## config.mk

```make
export PLATFORM = sky130hd
export DESIGN_NAME = rtc_snapshot_master
export DESIGN_NICKNAME = d
export VERILOG_FILES = /design/src/rtl/rtc_snapshot_master.sv
export SDC_FILE = /design/constraint.sdc
export NUM_CORES = 1
export LEC_CHECK = 0
export ABC_AREA = 1
export BUFFER_PORTS_ARGS = -buffer_cell sky130_fd_sc_hd__clkbuf_2
export CORE_UTILIZATION = 53
export CTS_CLUSTER_SIZE = 24
export DETAILED_ROUTE_END_ITERATION = 8
export GPL_ROUTABILITY_DRIVEN = 0
export GPL_TIMING_DRIVEN = 1
export PLACE_DENSITY = 0.86
export SYNTH_ARGS = -nofsm -noshare
export SYNTH_HDL_FRONTEND = slang
export SYNTH_SLANG_ARGS = --single-unit
```

## constraint.sdc

```tcl
create_clock -name rtc_clk -period 4.7 [get_ports rtc_clk]
set_clock_uncertainty 0.15 [all_clocks]
set_input_delay 0.705 -clock rtc_clk [delete_from_list [all_inputs] [get_ports rtc_clk]]
set_output_delay 0.705 -clock rtc_clk [all_outputs]
set_load 0.005 [all_outputs]
```

## src/rtl/rtc_snapshot_master.sv

```systemverilog
// MMIO initiator that reads CUR_DATE then CUR_TIME from the RTC and publishes them as one atomic snapshot.
// Define RTC_SNAPSHOT_INIT_EN to have it program INT_MASK and CTRL after reset.
module rtc_snapshot_master #(
  parameter logic [31:0] RTC_BASE       = 32'h8100_9000,
  parameter int          TIMEOUT_CYCLES = 16,
  parameter logic [31:0] INIT_CTRL      = 32'h0000_0001,
  parameter logic [31:0] INIT_MASK      = 32'h0000_000E
) (
  input  logic        rtc_clk,
  input  logic        resetn,
  input  logic        irq_in,
  output logic        eoi_out,
  input  logic        snap_req,
  output logic        mem_valid,
  output logic        mem_instr,
  input  logic        mem_ready,
  output logic [31:0] mem_addr,
  output logic [31:0] mem_wdata,
  output logic [3:0]  mem_wstrb,
  input  logic [31:0] mem_rdata,
  output logic [31:0] snap_date,
  output logic [31:0] snap_time,
  output logic        snap_valid,
  output logic        snap_from_irq,
  output logic        busy,
  output logic        err,
  input  logic        err_clr
);

  localparam int TW = $clog2(TIMEOUT_CYCLES + 1);
  localparam logic [TW-1:0] TLAST = TW'(TIMEOUT_CYCLES - 1);

  typedef enum logic [3:0] {
    S_IDLE, S_RD_DATE, S_GAP1, S_RD_TIME, S_PUBLISH, S_EOI, S_EOI_HOLD
`ifdef RTC_SNAPSHOT_INIT_EN
    , S_GAP0, S_INIT_MASK, S_INIT_CTRL
`endif
  } state_t;

`ifdef RTC_SNAPSHOT_INIT_EN
  localparam state_t S_RESET = S_INIT_MASK;
`else
  localparam state_t S_RESET = S_IDLE;
`endif

  state_t          state, state_n;
  logic            src, src_n;
  logic            req_pending, req_clr;
  logic [TW-1:0]   tcnt;
  logic            gap_cnt;
  logic [31:0]     date_tmp;
  logic            tx_done, tx_to, in_gap, tx_state, start_tx;
  logic [31:0]     tx_addr, tx_wdata;
  logic [3:0]      tx_wstrb;
`ifdef RTC_SNAPSHOT_INIT_EN
  logic            ctrl_done;
`endif

  assign mem_instr = 1'b0;
  assign busy      = (state != S_IDLE);
  // mem_valid is only ever high inside a transaction state, so ready is ignored elsewhere
  assign tx_done   = mem_valid & mem_ready;
  assign tx_to     = mem_valid & ~mem_ready & (tcnt == TLAST);

  always_comb begin
    state_n  = state;
    src_n    = src;
    req_clr  = 1'b0;
    in_gap   = 1'b0;
    tx_state = 1'b0;
    tx_addr  = RTC_BASE;
    tx_wdata = 32'h0;
    tx_wstrb = 4'h0;
    case (state)
      S_IDLE: begin
        if (irq_in) begin
          state_n = S_RD_DATE;
          src_n   = 1'b1;
        end else if (req_pending) begin
          state_n = S_RD_DATE;
          src_n   = 1'b0;
          req_clr = 1'b1;
        end
      end
      S_RD_DATE: begin
        if (tx_done)    state_n = S_GAP1;
        else if (tx_to) state_n = src ? S_EOI : S_IDLE;
      end
      S_GAP1: begin
        in_gap = 1'b1;
        if (gap_cnt) state_n = S_RD_TIME;
      end
      S_RD_TIME: begin
        if (tx_done)    state_n = S_PUBLISH;
        else if (tx_to) state_n = src ? S_EOI : S_IDLE;
      end
      S_PUBLISH:  state_n = src ? S_EOI : S_IDLE;
      S_EOI:      state_n = S_EOI_HOLD;
      S_EOI_HOLD: state_n = S_IDLE;
`ifdef RTC_SNAPSHOT_INIT_EN
      S_INIT_MASK: begin
        if (tx_done)    state_n = S_GAP0;
        else if (tx_to) state_n = S_IDLE;
      end
      S_GAP0: begin
        in_gap = 1'b1;
        if (gap_cnt) state_n = ctrl_done ? S_IDLE : S_INIT_CTRL;
      end
      S_INIT_CTRL: begin
        if (tx_done)    state_n = S_GAP0;
        else if (tx_to) state_n = S_IDLE;
      end
`endif
      default: state_n = S_IDLE;
    endcase

    case (state_n)
      S_RD_DATE: begin
        tx_state = 1'b1;
        tx_addr  = RTC_BASE + 32'h14;
      end
      S_RD_TIME: begin
        tx_state = 1'b1;
        tx_addr  = RTC_BASE + 32'h18;
      end
`ifdef RTC_SNAPSHOT_INIT_EN
      S_INIT_MASK: begin
        tx_state = 1'b1;
        tx_addr  = RTC_BASE + 32'h1C;
        tx_wdata = INIT_MASK;
        tx_wstrb = 4'hF;
      end
      S_INIT_CTRL: begin
        tx_state = 1'b1;
        tx_addr  = RTC_BASE;
        tx_wdata = INIT_CTRL;
        tx_wstrb = 4'hF;
      end
`endif
      default: ;
    endcase
    // valid is low in a transaction state only on the first cycle out of reset
    start_tx = tx_state && ((state_n != state) || !mem_valid);
  end

  always_ff @(posedge rtc_clk) begin
    if (!resetn) begin
      state         <= S_RESET;
      src           <= 1'b0;
      req_pending   <= 1'b0;
      tcnt          <= '0;
      gap_cnt       <= 1'b0;
      date_tmp      <= 32'h0;
      mem_valid     <= 1'b0;
      mem_addr      <= 32'h0;
      mem_wdata     <= 32'h0;
      mem_wstrb     <= 4'h0;
      eoi_out       <= 1'b0;
      snap_valid    <= 1'b0;
      snap_date     <= 32'h2026_0101;
      snap_time     <= 32'h0;
      snap_from_irq <= 1'b0;
      err           <= 1'b0;
`ifdef RTC_SNAPSHOT_INIT_EN
      ctrl_done     <= 1'b0;
`endif
    end else begin
      state       <= state_n;
      src         <= src_n;
      req_pending <= (req_pending & ~req_clr) | snap_req;
      gap_cnt     <= in_gap ? ~gap_cnt : 1'b0;
      eoi_out     <= (state_n == S_EOI);
      snap_valid  <= 1'b0;

      if (start_tx) begin
        mem_valid <= 1'b1;
        mem_addr  <= tx_addr;
        mem_wdata <= tx_wdata;
        mem_wstrb <= tx_wstrb;
        tcnt      <= '0;
      end else if (tx_done || tx_to) begin
        mem_valid <= 1'b0;
      end else if (mem_valid) begin
        tcnt <= tcnt + 1'b1;
      end

      if (tx_done && state == S_RD_DATE) date_tmp <= mem_rdata;
      // both words land on the same edge, so consumers never see a half-updated pair
      if (tx_done && state == S_RD_TIME) begin
        snap_date     <= date_tmp;
        snap_time     <= mem_rdata;
        snap_from_irq <= src;
        snap_valid    <= 1'b1;
      end

      if (tx_to) begin
        date_tmp <= 32'h0;
        err      <= 1'b1;
      end else if (err_clr) begin
        err <= 1'b0;
      end
`ifdef RTC_SNAPSHOT_INIT_EN
      if (tx_done && state == S_INIT_CTRL) ctrl_done <= 1'b1;
`endif
    end
  end

endmodule
```

Yosys cells after proc, flatten, opt, wreduce, memory -nomap -nowiden
Cells that the tools add are included.

storage, ports and cells
  register bits after elaboration = 145
  bits in latches = 0
  RAM bits = 0
  bits in read-only memories = 0
  output and inout bits = 139
  word-level logic and storage cells = 73
  memories = 0

operators by class
  add/subtract/negate cells = 1
  multiply operators = 0
  div/mod/pow operators = 0
  order comparisons = 0
  equal/unequal tests = 10
  shift-type cells = 0
  multiplexer cells = 21
  bitwise operators = 10
  reductions and logical operators = 17

operators by type and width
  operator                                             number
  two-way mux 4 bit                                    6
  one-hot mux 4 bit (6 select lines)                   1
  equality test 4 x 2 -> 1 bit, second input constant  3
  equality test 4 x 3 -> 1 bit, second input constant  3
  two-way mux 1 bit                                    12
  one-hot mux 5 bit (2 select lines)                   1
  equality test 4 x 1 -> 1 bit, second input constant  2
  AND reduction 2 bit                                  3
  nonzero test 2 bit                                   3
  OR reduction 2 bit                                   3
  adder 5 x 1 -> 5 bit, second input constant          1
  equality test 5 x 4 -> 1 bit, second input constant  1
  NOT 1 bit                                            5
  bitwise AND 1 bit                                    4
  logical NOT 4 bit                                    1
  != test 4 bit                                        1
  nonzero test 4 bit                                   1
  logical AND 1 bit                                    3
  two-way mux 3 bit                                    1
  logical OR 1 bit                                     2
  logical NOT 1 bit                                    1
  bitwise OR 1 bit                                     1

Longest topological paths before layout
  depth after elaboration = 11
  gate-level depth with buffers = 14

Least setup slack after synthesis
No wires, ideal clock.

  kind = register to register
  start = register tcnt[0]
  end = register tcnt[3]
  setup time = 0.117 ns
  arrival = 1.566 ns
  setup slack = 2.868 ns
  cell stages (with the launch flop) = 14
  path buffers = 0
  cell sequence = dfxtp_1 -> ha_1 -> inv_1 -> nor2_1 -> ha_1 -> nand2_1 -> nor2_1 -> o21ai_0 -> nand2_1 -> nand2_1 -> nor2_4 -> nand2_4 -> nand2_4 -> nor2_2

on the way
  cells in the longest elaborated chain, start to end = 10
  elaborated cells on any way between the ends = 18

ends and longest elaborated chain
  what                                                                          line    text
  start: declaration                                                            49      logic [TW-1:0] tcnt;
  start signal: assignment                                                      184     tcnt <= tcnt + 1'b1;
  equality test 5 x 4 -> 1 bit                                                  63      assign tx_to = mem_valid & ~mem_ready & (tcnt == TLAST);
  bitwise AND 1 bit                                                             63
  two-way mux 4 bit                                                             87, 95
  two-way mux 4 bit (on tied branches)                                          94, 86
  one-hot mux 4 bit (6 select lines)                                            74      case (state)
  equality test 4 x 2 -> 1 bit or equality test 4 x 1 -> 1 bit (tied branches)  117     case (state_n)
  OR reduction 2 bit (no line)                                                  -
  two-way mux 1 bit                                                             117
  logical AND 1 bit                                                             143     start_tx = tx_state && ((state_n != state) || !mem_valid);
  OR reduction 2 bit (no line)                                                  -

Several ways; a longest one is shown, not always the timed one.
A chain may end at the register's enable or synchronous reset.

Final worst setup path
  start = register state[0]
  end = register mem_addr[2]

on the way
  cells in the longest elaborated chain, start to end = 7
  elaborated cells on any way between the ends = 21

ends and longest elaborated chain
  what                                                                          line        text
  start: declaration                                                            46          state_t state, state_n;
  start signal: assignment                                                      168         state <= state_n;
  two-way mux 4 bit (on tied branches)                                          87, 95, 79
  two-way mux 4 bit (on tied branches)                                          94, 76, 86
  one-hot mux 4 bit (6 select lines)                                            74
  equality test 4 x 2 -> 1 bit or equality test 4 x 1 -> 1 bit (tied branches)  117
  OR reduction 2 bit (no line)                                                  -
  two-way mux 1 bit                                                             117
  logical AND 1 bit                                                             143
  end signal: assignment                                                        177         mem_addr <= tx_addr;
  end: declaration                                                              17          output logic [31:0] mem_addr,

Several ways; a longest one is shown, not always the timed one.

==> impl_metrics.ini <==
[placed_design]
place_ws_ns = 1.84
numPortBuffers = 114
dp_hpwl_um = 7230

[cts]
clk_pin_slew_ns = 0.06
numCtsBuffers = 17
clk_latency_ns = 0.51
cts_tree = built
cts_setup_buffers = 0
root_buffer = clkbuf_8
htreeDepth = 4
clk_path_buf_depth = 2
cts-hold-fix-buffers = 0
ctsResizeCount = 0
clock-sinks = 117

[detailed_routing]
wl_per_cell_um = 13.5
viasPerCell = 5.16
antenna_left = 0
drt_first_iter_violations = 225
vias = 4316
routed_wl_um = 11300
drc = 15
dr.pass1.iters = 9

[pwr]
powerDensity_nw_per_um2 = 407
p_int_w = 0.00180
irDropWorstVdd_uv = 240
p_comb_share_pct = 4.3
leakagePower_nw = 2.75
swShare_pct = 23.4
seqPwrFrac_pct = 42.8
p_clk_share_pct = 52.9
p_switching_w = 0.000550

[floorplanning]
die_w_um = 98.1
die-area_um2 = 9630
coreArea_um2 = 8850
pin_count = 177
start_util_pct = 55.4
row_count = 34
die_h_um = 98.1

[sta]
post-route-min-period_ns = 2.75
setup_viol = 0
fin_ws_ns = 1.95
hold_viol = 0
fmax_mhz = 363
slew_viol_final = 0
fin_setup_tns_ns = 0
relSlewSlack_pct = 23.8
rsz0062_at_grt = no
min_period_over_period_pct = 58.6
tightest_slew_ns = 1.14

[critical_path]
rrSetupSlack_ns = 1.95
critPathTopFamily = simple AND/OR/NAND/NOR gates
cp_max_fo = 34
critical_path.endpoint_type = flip-flop
crit_top_cell = nand2_1
worstPathRequired_ns = 4.94
critical_path_class = flip-flop to flip-flop
cp_cell_sequence = inv_2, nor2_4, nand3_4, nand2_1, nand2_1, nand2_2, nand2_1, nand3_2, nand2_4, nand3_1, nand2_1
cp-start-kind = flip-flop
arrival_ns = 2.99
cp_slowest_cell = nor2_4
worst-path-buf-inv = 1
crit_path_max_incr_delay_ns = 0.59

[final_layout]
final_common_cell = nor2_1
mostFrequentLayoutCells = nor2_1 (134), dfxtp_1 (117), clkbuf_2 (114)
drive_gt1_share_pct = 23.8
antennaDiodeCount = 0
areaGrowthSynthToFinish_pct = 17.8
fill_cells = 755
nets = 755

[synth]
synthTopCellsByArea = dfxtp_1 (48%), buf_4 (10%), nor2_1 (10%)
ys_warn_count = 0
syn-cell-area_um2 = 4900
yosysSeqAreaShare_pct = 47.8
syn_inst = 623
ys_ff_latch = 117
ys_types = 30
synth_top_area_share_pct = 47.8
synth-edff-count = 0
async_flop_share_pct = 0
postSynthAreaPerCell_um2 = 7.86
synth_area_leader_cell = dfxtp_1
synth-main-ff-cell = dfxtp_1

[grt]
grt_pass1_vias = 3888
grt_max_degree = 72
overflow = 0
grt_use_total_pct = 24.0
grt_pass1_wl_um = 18500
grt_antenna_before_repair = 0

[job]
cap_violations = 0

[worst_hold_path]
hp-class = flip-flop to flip-flop

[status]
violations = DRC
outcome = finished, violations left
==> power groups by stage <==
stage	combinational [W]	clock [W]	sequential, W
after floorplan	0.000102	0	0.00103
after global placement	0.0000948	0	0.00103
after detailed placement	0.0000976	0	0.00103
after CTS	0.0000984	0.00126	0.00101
after global routing	0.000111	0.00131	0.00101
final	0.000100	0.00124	0.00101
==> sequential cells by signal, indices dropped and copies added, names as in the netlist <==
register	flops
err	1
eoi_out	1
gap_cnt	1
snap_time	32
snap_from_irq	1
mem_addr	4
mem_valid	1
tcnt	5
snap_valid	1
snap_date	32
src	1
req_pending	1
date_tmp	32
state	4
==> cells in the mapped netlist (2+ instances only) <==
master	count
o21ai_0	61
clkbuf_1	24
ha_1	2
a21oi_1	38
nand3_2	2
buf_1	2
nand2_2	2
buf_2	11
nand4_1	34
a21oi_2	3
buf_4	68
nor2_4	3
inv_1	16
nand2_1	66
xor2_1	2
inv_2	3
nand3_1	17
dfxtp_1	117
nor2_1	134
nand2_4	2
nor2_2	7
==> layout make-up <==
cell class | instances | area (um^2) | share of cell area, %
flip-flops and latches | 117 | 2340 | 40.6
clock buffers | 18 | 428 | 7.42
well taps | 108 | 135 | 2.34
clock inverters | 14 | 153 | 2.65
inverters | 19 | 71.3 | 1.24
repair buffers | 117 | 593 | 10.3
multi-input cells | 443 | 2050 | 35.5
==> logic make-up (layout without fill, tap and decap cells) <==
logic type               Yosys count  in the layout  share of synthesized area (%)
AND/OR/NAND/NOR                  271            271                           24.8
buffers and inverters            125            168                           15.2
flip-flops                       117            117                           47.8
AO/OA/AOI/OAI                    103            103                           10.8
XOR/XNOR                           3              3                          0.536
adder cells (fa/ha/maj)            2              2                          0.511
other                              1             63                         0.0766
multiplexers                       1              1                          0.204
==> worst paths after layout <==
path         startpoint           to  depth (start not counted)
min             gap_cnt      gap_cnt                          1
max            state[0]  mem_addr[2]                         11
max reg2reg    state[0]  mem_addr[2]                         11
min reg2reg     gap_cnt      gap_cnt                          1
==> through the flow <==
stage	cell area, um^2	utilization, %	total power [W]	hold slack, ns	instances
floorplan	5130	-	0.00113	0.249	685
global placement	5190	58.7	0.00112	0.259	804
detailed placement	5190	58.7	0.00113	0.266	804
CTS	5770	65.2	0.00237	0.255	836
global route	5770	65.2	0.00243	0.282	836
finish	5770	65.2	0.00235	0.273	836
==> layer usage <==
metal / wire length, um / part of all wire [%] / up-vias / GRT usage, %
met5: 0 / 0 / - / 0
met3: 874 / 7.7 / 16 / 6.59
met4: 157 / 1.4 / 0 / 7.92
met1: 4800 / 42 / 2008 / 29.9
li1: - / - / 2087 / -
met2: 5480 / 48 / 205 / 40.1
Power figures use the tool's default switching activity.
